==> src/rtl/pio_mailbox_bridge_pkg.sv <==
// Shared types and default constants for the PIO mailbox bridge.
package pio_mailbox_bridge_pkg;

    localparam int unsigned DEF_NUM_CH = 16;
    localparam int unsigned DEF_RSP_CH = 4;
    localparam int unsigned DEF_DATA_W = 32;
    localparam int unsigned DEF_DEPTH  = 2;
    localparam int unsigned SEQ_W      = 8;

    typedef enum logic [1:0] {
        ST_IDLE    = 2'd0,
        ST_HOLD    = 2'd1,
        ST_BLOCKED = 2'd2
    } req_state_t;

endpackage

==> src/rtl/mailbox_frame_fifo.sv <==
// First-word-fall-through frame FIFO; head entry is visible whenever the level is non-zero.
module mailbox_frame_fifo #(
    parameter int unsigned WIDTH = 8,
    parameter int unsigned DEPTH = 2
) (
    input  logic                       clk_clk,
    input  logic                       reset_reset,
    input  logic                       i_push,
    input  logic [WIDTH-1:0]           i_wdata,
    input  logic                       i_pop,
    output logic [WIDTH-1:0]           o_rdata,
    output logic                       o_valid,
    output logic                       o_full,
    output logic [$clog2(DEPTH):0]     o_level
);

    localparam int unsigned PTR_W = $clog2(DEPTH);
    localparam int unsigned LVL_W = PTR_W + 1;

    logic [WIDTH-1:0] r_mem [DEPTH];
    logic [PTR_W-1:0] r_wr_ptr;
    logic [PTR_W-1:0] r_rd_ptr;
    logic [LVL_W-1:0] r_level;
    logic             w_push;
    logic             w_pop;

    assign o_full  = (r_level == LVL_W'(DEPTH));
    assign o_valid = (r_level != '0);
    assign o_level = r_level;
    assign o_rdata = r_mem[r_rd_ptr];

    // Full/empty come from the registered level, so a same-cycle pop never frees a slot for a push.
    assign w_push = i_push && !o_full;
    assign w_pop  = i_pop && o_valid;

    always_ff @(posedge clk_clk) begin
        if (reset_reset) begin
            for (int i = 0; i < int'(DEPTH); i++) begin
                r_mem[i] <= '0;
            end
            r_wr_ptr <= '0;
            r_rd_ptr <= '0;
            r_level  <= '0;
        end else begin
            if (w_push) begin
                r_mem[r_wr_ptr] <= i_wdata;
                r_wr_ptr        <= r_wr_ptr + PTR_W'(1);
            end
            if (w_pop) begin
                r_rd_ptr <= r_rd_ptr + PTR_W'(1);
            end
            case ({w_push, w_pop})
                2'b10:   r_level <= r_level + LVL_W'(1);
                2'b01:   r_level <= r_level - LVL_W'(1);
                default: r_level <= r_level;
            endcase
        end
    end

endmodule

==> src/rtl/pio_mailbox_bridge.sv <==
// Software/hardware mailbox: 4-phase command handshake into a frame FIFO, plus a latched response word.
module pio_mailbox_bridge
    import pio_mailbox_bridge_pkg::*;
#(
    parameter int unsigned NUM_CH = DEF_NUM_CH,
    parameter int unsigned RSP_CH = DEF_RSP_CH,
    parameter int unsigned DATA_W = DEF_DATA_W,
    parameter int unsigned DEPTH  = DEF_DEPTH
) (
    input  logic                       clk_clk,
    input  logic                       reset_reset,
    input  logic [NUM_CH*DATA_W-1:0]   sw_cmd_data,
    input  logic                       sw_req,
    output logic                       sw_ack,
    output logic [NUM_CH*DATA_W-1:0]   frame_data,
    output logic [SEQ_W-1:0]           frame_seq,
    output logic                       frame_valid,
    input  logic                       frame_ready,
    input  logic [RSP_CH*DATA_W-1:0]   rsp_data,
    input  logic                       rsp_valid,
    output logic                       rsp_ready,
    output logic [RSP_CH*DATA_W-1:0]   sw_rsp_data,
    output logic                       sw_rsp_flag,
    input  logic                       sw_rsp_clr,
    output logic [SEQ_W-1:0]           sw_frame_count,
    output logic [$clog2(DEPTH):0]     sw_fifo_level
);

    localparam int unsigned CMD_W   = NUM_CH * DATA_W;
    localparam int unsigned RSP_W   = RSP_CH * DATA_W;
    localparam int unsigned FRAME_W = CMD_W + SEQ_W;

    req_state_t          r_state;
    req_state_t          w_state_nxt;
    logic                r_ack;
    logic                r_req_d;
    logic                r_clr_d;
    logic [SEQ_W-1:0]    r_frame_count;
    logic                r_rsp_flag;
    logic [RSP_W-1:0]    r_rsp_data;
    logic                w_req_rise;
    logic                w_clr_rise;
    logic                w_push;
    logic                w_full;
    logic                w_valid;
    logic                w_rsp_take;
    logic [FRAME_W-1:0]  w_head;

    assign w_req_rise = sw_req && !r_req_d;
    assign w_clr_rise = sw_rsp_clr && !r_clr_d;
    assign w_rsp_take = rsp_valid && !r_rsp_flag;

    // Request handshake: capture on entry to HOLD, park in BLOCKED while the FIFO is full.
    always_comb begin
        w_state_nxt = r_state;
        w_push      = 1'b0;
        case (r_state)
            ST_IDLE: begin
                if (w_req_rise) begin
                    if (!w_full) begin
                        w_state_nxt = ST_HOLD;
                        w_push      = 1'b1;
                    end else begin
                        w_state_nxt = ST_BLOCKED;
                    end
                end
            end
            ST_HOLD: begin
                if (!sw_req) begin
                    w_state_nxt = ST_IDLE;
                end
            end
            ST_BLOCKED: begin
                if (!sw_req) begin
                    w_state_nxt = ST_IDLE;
                end else if (!w_full) begin
                    w_state_nxt = ST_HOLD;
                    w_push      = 1'b1;
                end
            end
            default: w_state_nxt = ST_IDLE;
        endcase
    end

    always_ff @(posedge clk_clk) begin
        if (reset_reset) begin
            r_state       <= ST_IDLE;
            r_ack         <= 1'b0;
            r_req_d       <= 1'b0;
            r_clr_d       <= 1'b0;
            r_frame_count <= '0;
        end else begin
            r_state <= w_state_nxt;
            r_ack   <= (w_state_nxt == ST_HOLD);
            r_req_d <= sw_req;
            r_clr_d <= sw_rsp_clr;
            if (w_push) begin
                r_frame_count <= r_frame_count + SEQ_W'(1);
            end
        end
    end

    // Response latch; a clear edge can only act while the flag is set, so it never races an accept.
    always_ff @(posedge clk_clk) begin
        if (reset_reset) begin
            r_rsp_flag <= 1'b0;
            r_rsp_data <= '0;
        end else if (w_rsp_take) begin
            r_rsp_flag <= 1'b1;
            r_rsp_data <= rsp_data;
        end else if (w_clr_rise) begin
            r_rsp_flag <= 1'b0;
        end
    end

    mailbox_frame_fifo #(
        .WIDTH (FRAME_W),
        .DEPTH (DEPTH)
    ) u_fifo (
        .clk_clk     (clk_clk),
        .reset_reset (reset_reset),
        .i_push      (w_push),
        .i_wdata     ({r_frame_count, sw_cmd_data}),
        .i_pop       (frame_ready),
        .o_rdata     (w_head),
        .o_valid     (w_valid),
        .o_full      (w_full),
        .o_level     (sw_fifo_level)
    );

    assign sw_ack         = r_ack;
    assign frame_valid    = w_valid;
    assign frame_seq      = w_head[FRAME_W-1 -: SEQ_W];
    assign frame_data     = w_head[CMD_W-1:0];
    assign rsp_ready      = !r_rsp_flag;
    assign sw_rsp_flag    = r_rsp_flag;
    assign sw_rsp_data    = r_rsp_data;
    assign sw_frame_count = r_frame_count;

endmodule

==> config.mk <==
export PLATFORM = sky130hd
export DESIGN_NAME = pio_mailbox_bridge
export DESIGN_NICKNAME = d
export VERILOG_FILES = /design/src/rtl/pio_mailbox_bridge_pkg.sv /design/src/rtl/mailbox_frame_fifo.sv /design/src/rtl/pio_mailbox_bridge.sv
export SDC_FILE = /design/constraint.sdc
export NUM_CORES = 2
export LEC_CHECK = 0
export BUFFER_PORTS_ARGS = -buffer_cell sky130_fd_sc_hd__buf_2
export CAP_MARGIN = 40
export CORE_AREA = 5 5 503 505
export CTS_BUF_LIST = sky130_fd_sc_hd__clkbuf_4
export DETAILED_ROUTE_END_ITERATION = 16
export DIE_AREA = 0 0 508 510
export GPL_ROUTABILITY_DRIVEN = 1
export SYNTH_ARGS = -nofsm -noshare
export SYNTH_HDL_FRONTEND = slang
export SYNTH_SLANG_ARGS = --single-unit
==> constraint.sdc <==
create_clock -name clk_clk -period 29.5 [get_ports clk_clk]
set_input_delay 0 -clock clk_clk [delete_from_list [all_inputs] [get_ports clk_clk]]
set_output_delay 0 -clock clk_clk [all_outputs]
set_load 0.05 [all_outputs]
==> results.toml, run 1 <==
[run_status]
status = "aborted with a tool error"
stop_stage = "4_1_cts"
stop_error = "[ERROR RSZ-0060] Max buffer count reached."

[clocking]
cts_resized = 0
cts_buffers = 351
htree_levels = 5
clock_path_buffers = 4
cts_sinks = 1187
clockRootBuffer = "clkbuf_4"
postCtsSetupBuffers = 0
ctsHoldBuffers = 1698

[yosys]
syn_nets = 4063
ys_seq_area_share_pct = 69.0
synth_area_leaders = "edfxtp_1 63%, and2_1 13%, mux2_2 12%, dfxtp_1 5.9%, nand2_1 2.0%"
synthCells = 3415
yosys.area.top_type = "edfxtp_1"
synth_top_area_share_pct = 63.0
async_reset_ff_share_pct = 0
synth.cell_area_sq_um = 49600
yosysUniqueCellTypes = 33
ys.flop_type = "edfxtp_1"
yosysWarnings = 0
synth_seq_cells = 1187
avgSynthCellArea_sq_um = 14.5
synth-edff-count = 1040

[placed_design]
dpl.cell_count = 7904
routabilityCongestion = 0.922
io_buffers = 1307
dp_hpwl_mm = 167

[floorplanning]
num_rows = 183
die_h_microns = 510
start_util_pct = 20.0
die_width_microns = 508
ios = 1308
-- cells in the mapped netlist, types with 5 or more instances --
library cell / number
o21ai_0: 5
clkbuf_1: 104
xnor2_1: 5
clkbuf_2: 100
buf_2: 5
edfxtp_1: 1040
nand2_1: 264
a21oi_1: 134
and2_1: 1041
mux2_2: 520
dfxtp_1: 147
buf_6: 5
nor2_1: 7
-- cells by family after synthesis --
kind of cell | Yosys count | share of synthesized area, %
fa+ha+maj | 2 | 0.0505
flops | 1187 | 69.0
compound gates | 147 | 1.55
buf+inv | 221 | 2.01
mux | 520 | 11.8
simple gates | 1332 | 15.5
xor+xnor | 6 | 0.106
-- through the flow --
stage	hold slack [ps]	instance area (sq um)	setup WS [ps]	util, %
global placement	214	59700	23990	24.1
floorplan	122	49600	2600	-
detailed placement	232	60300	24640	24.4
==> run 2, diff against run 1 <==
Settings changed: CORE_AREA 5 5 503 505 to 5 5 508 510, CTS_BUF_LIST sky130_fd_sc_hd__clkbuf_4 to default, DIE_AREA 0 0 508 510 to 0 0 513 515, PLACE_DENSITY_LB_ADDON from default to 0.15.
==> run 2 against run 1 <==
Effect of this change: the flow now finishes without violations; synthesized cell count did not move; synthesized area did not move.
==> results.toml, run 2 <==
[run_status]
status = "finished clean"

[worst_setup_path]
crit_path_start_kind = "flip-flop"
r2r_slack_ps = 25030
end_kind = "flip-flop"
r2r_end = "u_fifo.r_mem[0][110]"
setup.worst_path.start = "u_fifo.o_level[0]"
critPathMaxFanout = 122
reg2reg_depth = 9
cp_data_arrival_time_ps = 4910
worstPathRequired_ps = 29940
worst-setup-path-type = "flip-flop to flip-flop"
cp-endpoint = "u_fifo.r_mem[0][110]"
rr_startpoint = "u_fifo.o_level[0]"

[yosys]
async_reset_ff_share_pct = 0
yosys-top-cells-count = "1,041 x and2_1, 1,040 x edfxtp_1, 520 x mux2_2"
synth.cell_area_sq_um = 49600
avgSynthCellArea_sq_um = 14.5
synth_top_area_share_pct = 63.0
synth.most_common_cell = "and2_1"
synth_seq_cells = 1187
synth_area_leaders = "edfxtp_1 63%, and2_1 13%, mux2_2 12%, dfxtp_1 5.9%, nand2_1 2.0%"
yosysWarnings = 0
syn_nets = 4063
yosysUniqueCellTypes = 33
synthCells = 3415
yosys.area.top_type = "edfxtp_1"
ys_seq_area_share_pct = 69.0
ys.flop_type = "edfxtp_1"
synth-edff-count = 1040

[final_layout]
fin_nets = 6455
layout_commonest_cell = "buf_2"
final_cell_mix = "1,306 x buf_2, 1,098 x dlygate4sd3_1, 1,041 x and2_1, 1,040 x edfxtp_1, 520 x mux2_2"
fill_cells = 26000
stdcell_count = 9326
syn2layout_area_growth_pct = 53.2
largest_register_ffs = 1040
drive_gt1_share_pct = 35.2
regMostFlops = "u_fifo.r_mem"

[placed_design]
dpl.cell_count = 7923
routabilityCongestion = 0.815
dp_hpwl_mm = 141
io_buffers = 1307

[grt]
grt_pass1_vias = 37900
grt.total_usage_pct = 14.7
grt_max_degree = 176
grt.overflow.total = 0
grt_pass1_wl_mm = 282
grt_antenna_before_repair = 63

[clocking]
clockRootBuffer = "clkbuf_16"
cts_tree = "built"
clock_path_buffers = 3
clk_pin_slew_worst_paths_ps = 60
cts_buffers = 150
cts_sinks = 1187
insertion_delay_ps = 770
htree_levels = 4

[detailed_routing]
route.detailed.drc = 0
met2_wirelength_mm = 102
first_iter_violations = 1689
via_per_inst = 3.85
wl_met3_mm = 14.3
wl_met1_mm = 80.7
wl_per_cell_microns = 21.6
dr_total_vias = 35900
drtAntennaViolNets = 0
drt_wl_total_mm = 202
firstDrtPassIters = 5
top_layer = "met5"

[timing]
finClkSkew_ps = 29.7
finalMaxSlewViolations = 0
fin_setup_tns_ps = 0
fmax_mhz = 224
fin_crit_ps = 4470
hold_viol = 0
setup_viol = 0
rsz0062_at_grt = "no"
slew_headroom_pct = 18.5
post-route-period-util_pct = 15.1
worst_pin_slew_ps = 1220

[pwr]
share_seq_of_total_power_pct = 35.9
p_int_mw = 3.63
power_density_nw_per_um2 = 77.3
pwr-share-clk_pct = 29.9
max-vdd-ir-drop_mv = 0.0468
p_leak_nw = 31.2
swShare_pct = 38.1
combPwrFrac_pct = 34.2
p_switching_mw = 2.24

[floorplanning]
num_rows = 185
core_sq_um = 253000
die_area_sq_um = 264000
start_util_pct = 19.6
ios = 1308
die_h_microns = 515
die_width_microns = 513

[flow_run]
cap_viol_max_count = 0

[min_path]
min_path_type = "input pin to flip-flop"
run 2: cell counts after synthesis:
Identical to the previous run, type by type.
run 2: worst min path at each step:
stage	slack, ps	cells after the start	start	endpoint
6_report	80	3	sw_cmd_data[402]	u_fifo.r_mem[1][402]
2_1_floorplan	120	2	sw_rsp_clr	r_clr_d
3_5_place_dp	250	3	rsp_data[107]	sw_rsp_data[107]
3_3_place_gp	240	3	sw_rsp_clr	r_clr_d
5_1_grt	20	3	sw_cmd_data[204]	u_fifo.r_mem[0][204]
4_1_cts	0.2	3	sw_cmd_data[240]	u_fifo.r_mem[0][240]
run 2: cells by family (layout without fill, tap and decap cells):
family / Yosys count / in the layout / share of synthesized area, %
AND/OR/NAND/NOR: 1332 / 1332 / 15.5
adder cells (fa/ha/maj): 2 / 2 / 0.0505
XOR/XNOR: 6 / 6 / 0.106
other: 0 / 37 / 0
buffers and inverters: 221 / 2729 / 2.01
AO/OA/AOI/OAI: 147 / 147 / 1.55
multiplexers: 520 / 520 / 11.8
flip-flops: 1187 / 1187 / 69.0
run 2: what timing repair did:
action | CTS | global route
resized for setup | 0 | 0
setup buffers | 0 | 0
hold buffers | 1098 | 0
hold endpoints to repair | 1172 | 0
run 2: stage by stage:
| stage | util, % | area, sq um | setup slack (ps) | hold WS [ps] | power [mW] |
|---|---|---|---|---|---|
| finish | 30.0 | 76000 | 25030 | 78.2 | 5.87 |
| global route | 30.0 | 75900 | 24750 | 15.4 | 6.12 |
| CTS | 30.0 | 75900 | 24930 | 0.158 | 6.00 |
| detailed placement | 23.8 | 60300 | 24950 | 246 | 4.08 |
| global placement | 23.6 | 59700 | 24360 | 244 | 4.05 |
| floorplan | - | 49600 | 2600 | 122 | 3.56 |
run 2: area by class of cell:
type	instances	area, sq um	area share [%]
Inverter	3	11.3	0.0148
Clock inverter	62	561	0.738
Antenna cell	37	92.6	0.122
Multi-Input combinational cell	2007	14400	19.0
Tap cell	3366	4210	5.55
Sequential cell	1187	34200	45.0
Timing Repair Buffer	2458	18400	24.2
Clock buffer	206	4060	5.34
run 2: metal layers:
layer  GRT usage [%]  up-vias
met5               0        -
met4            4.00       18
met3            4.34      253
met2            26.2     1078
met1            17.0    17700
li1                -    16800
run 2: critical path, cell delays in order, from the launching register on:
cell,delay (ps)
dfxtp_1,420
nor2b_1,140
nor4b_4,410
inv_2,260
o21bai_4,290
buf_12,230
buf_12,520
buf_4,710
buf_4,490
buf_16,300
run 2: power groups by stage:
stage | Clock, mW | Sequential, mW | Combinational [mW]
3_3_place_gp | 0 | 2.14 | 1.91
3_5_place_dp | 0 | 2.15 | 1.93
6_report | 1.75 | 2.11 | 2.01
4_1_cts | 1.82 | 2.11 | 2.06
5_1_grt | 1.89 | 2.13 | 2.10
2_1_floorplan | 0 | 2.29 | 1.28
Note: power is estimated with default switching activity, not from simulation.
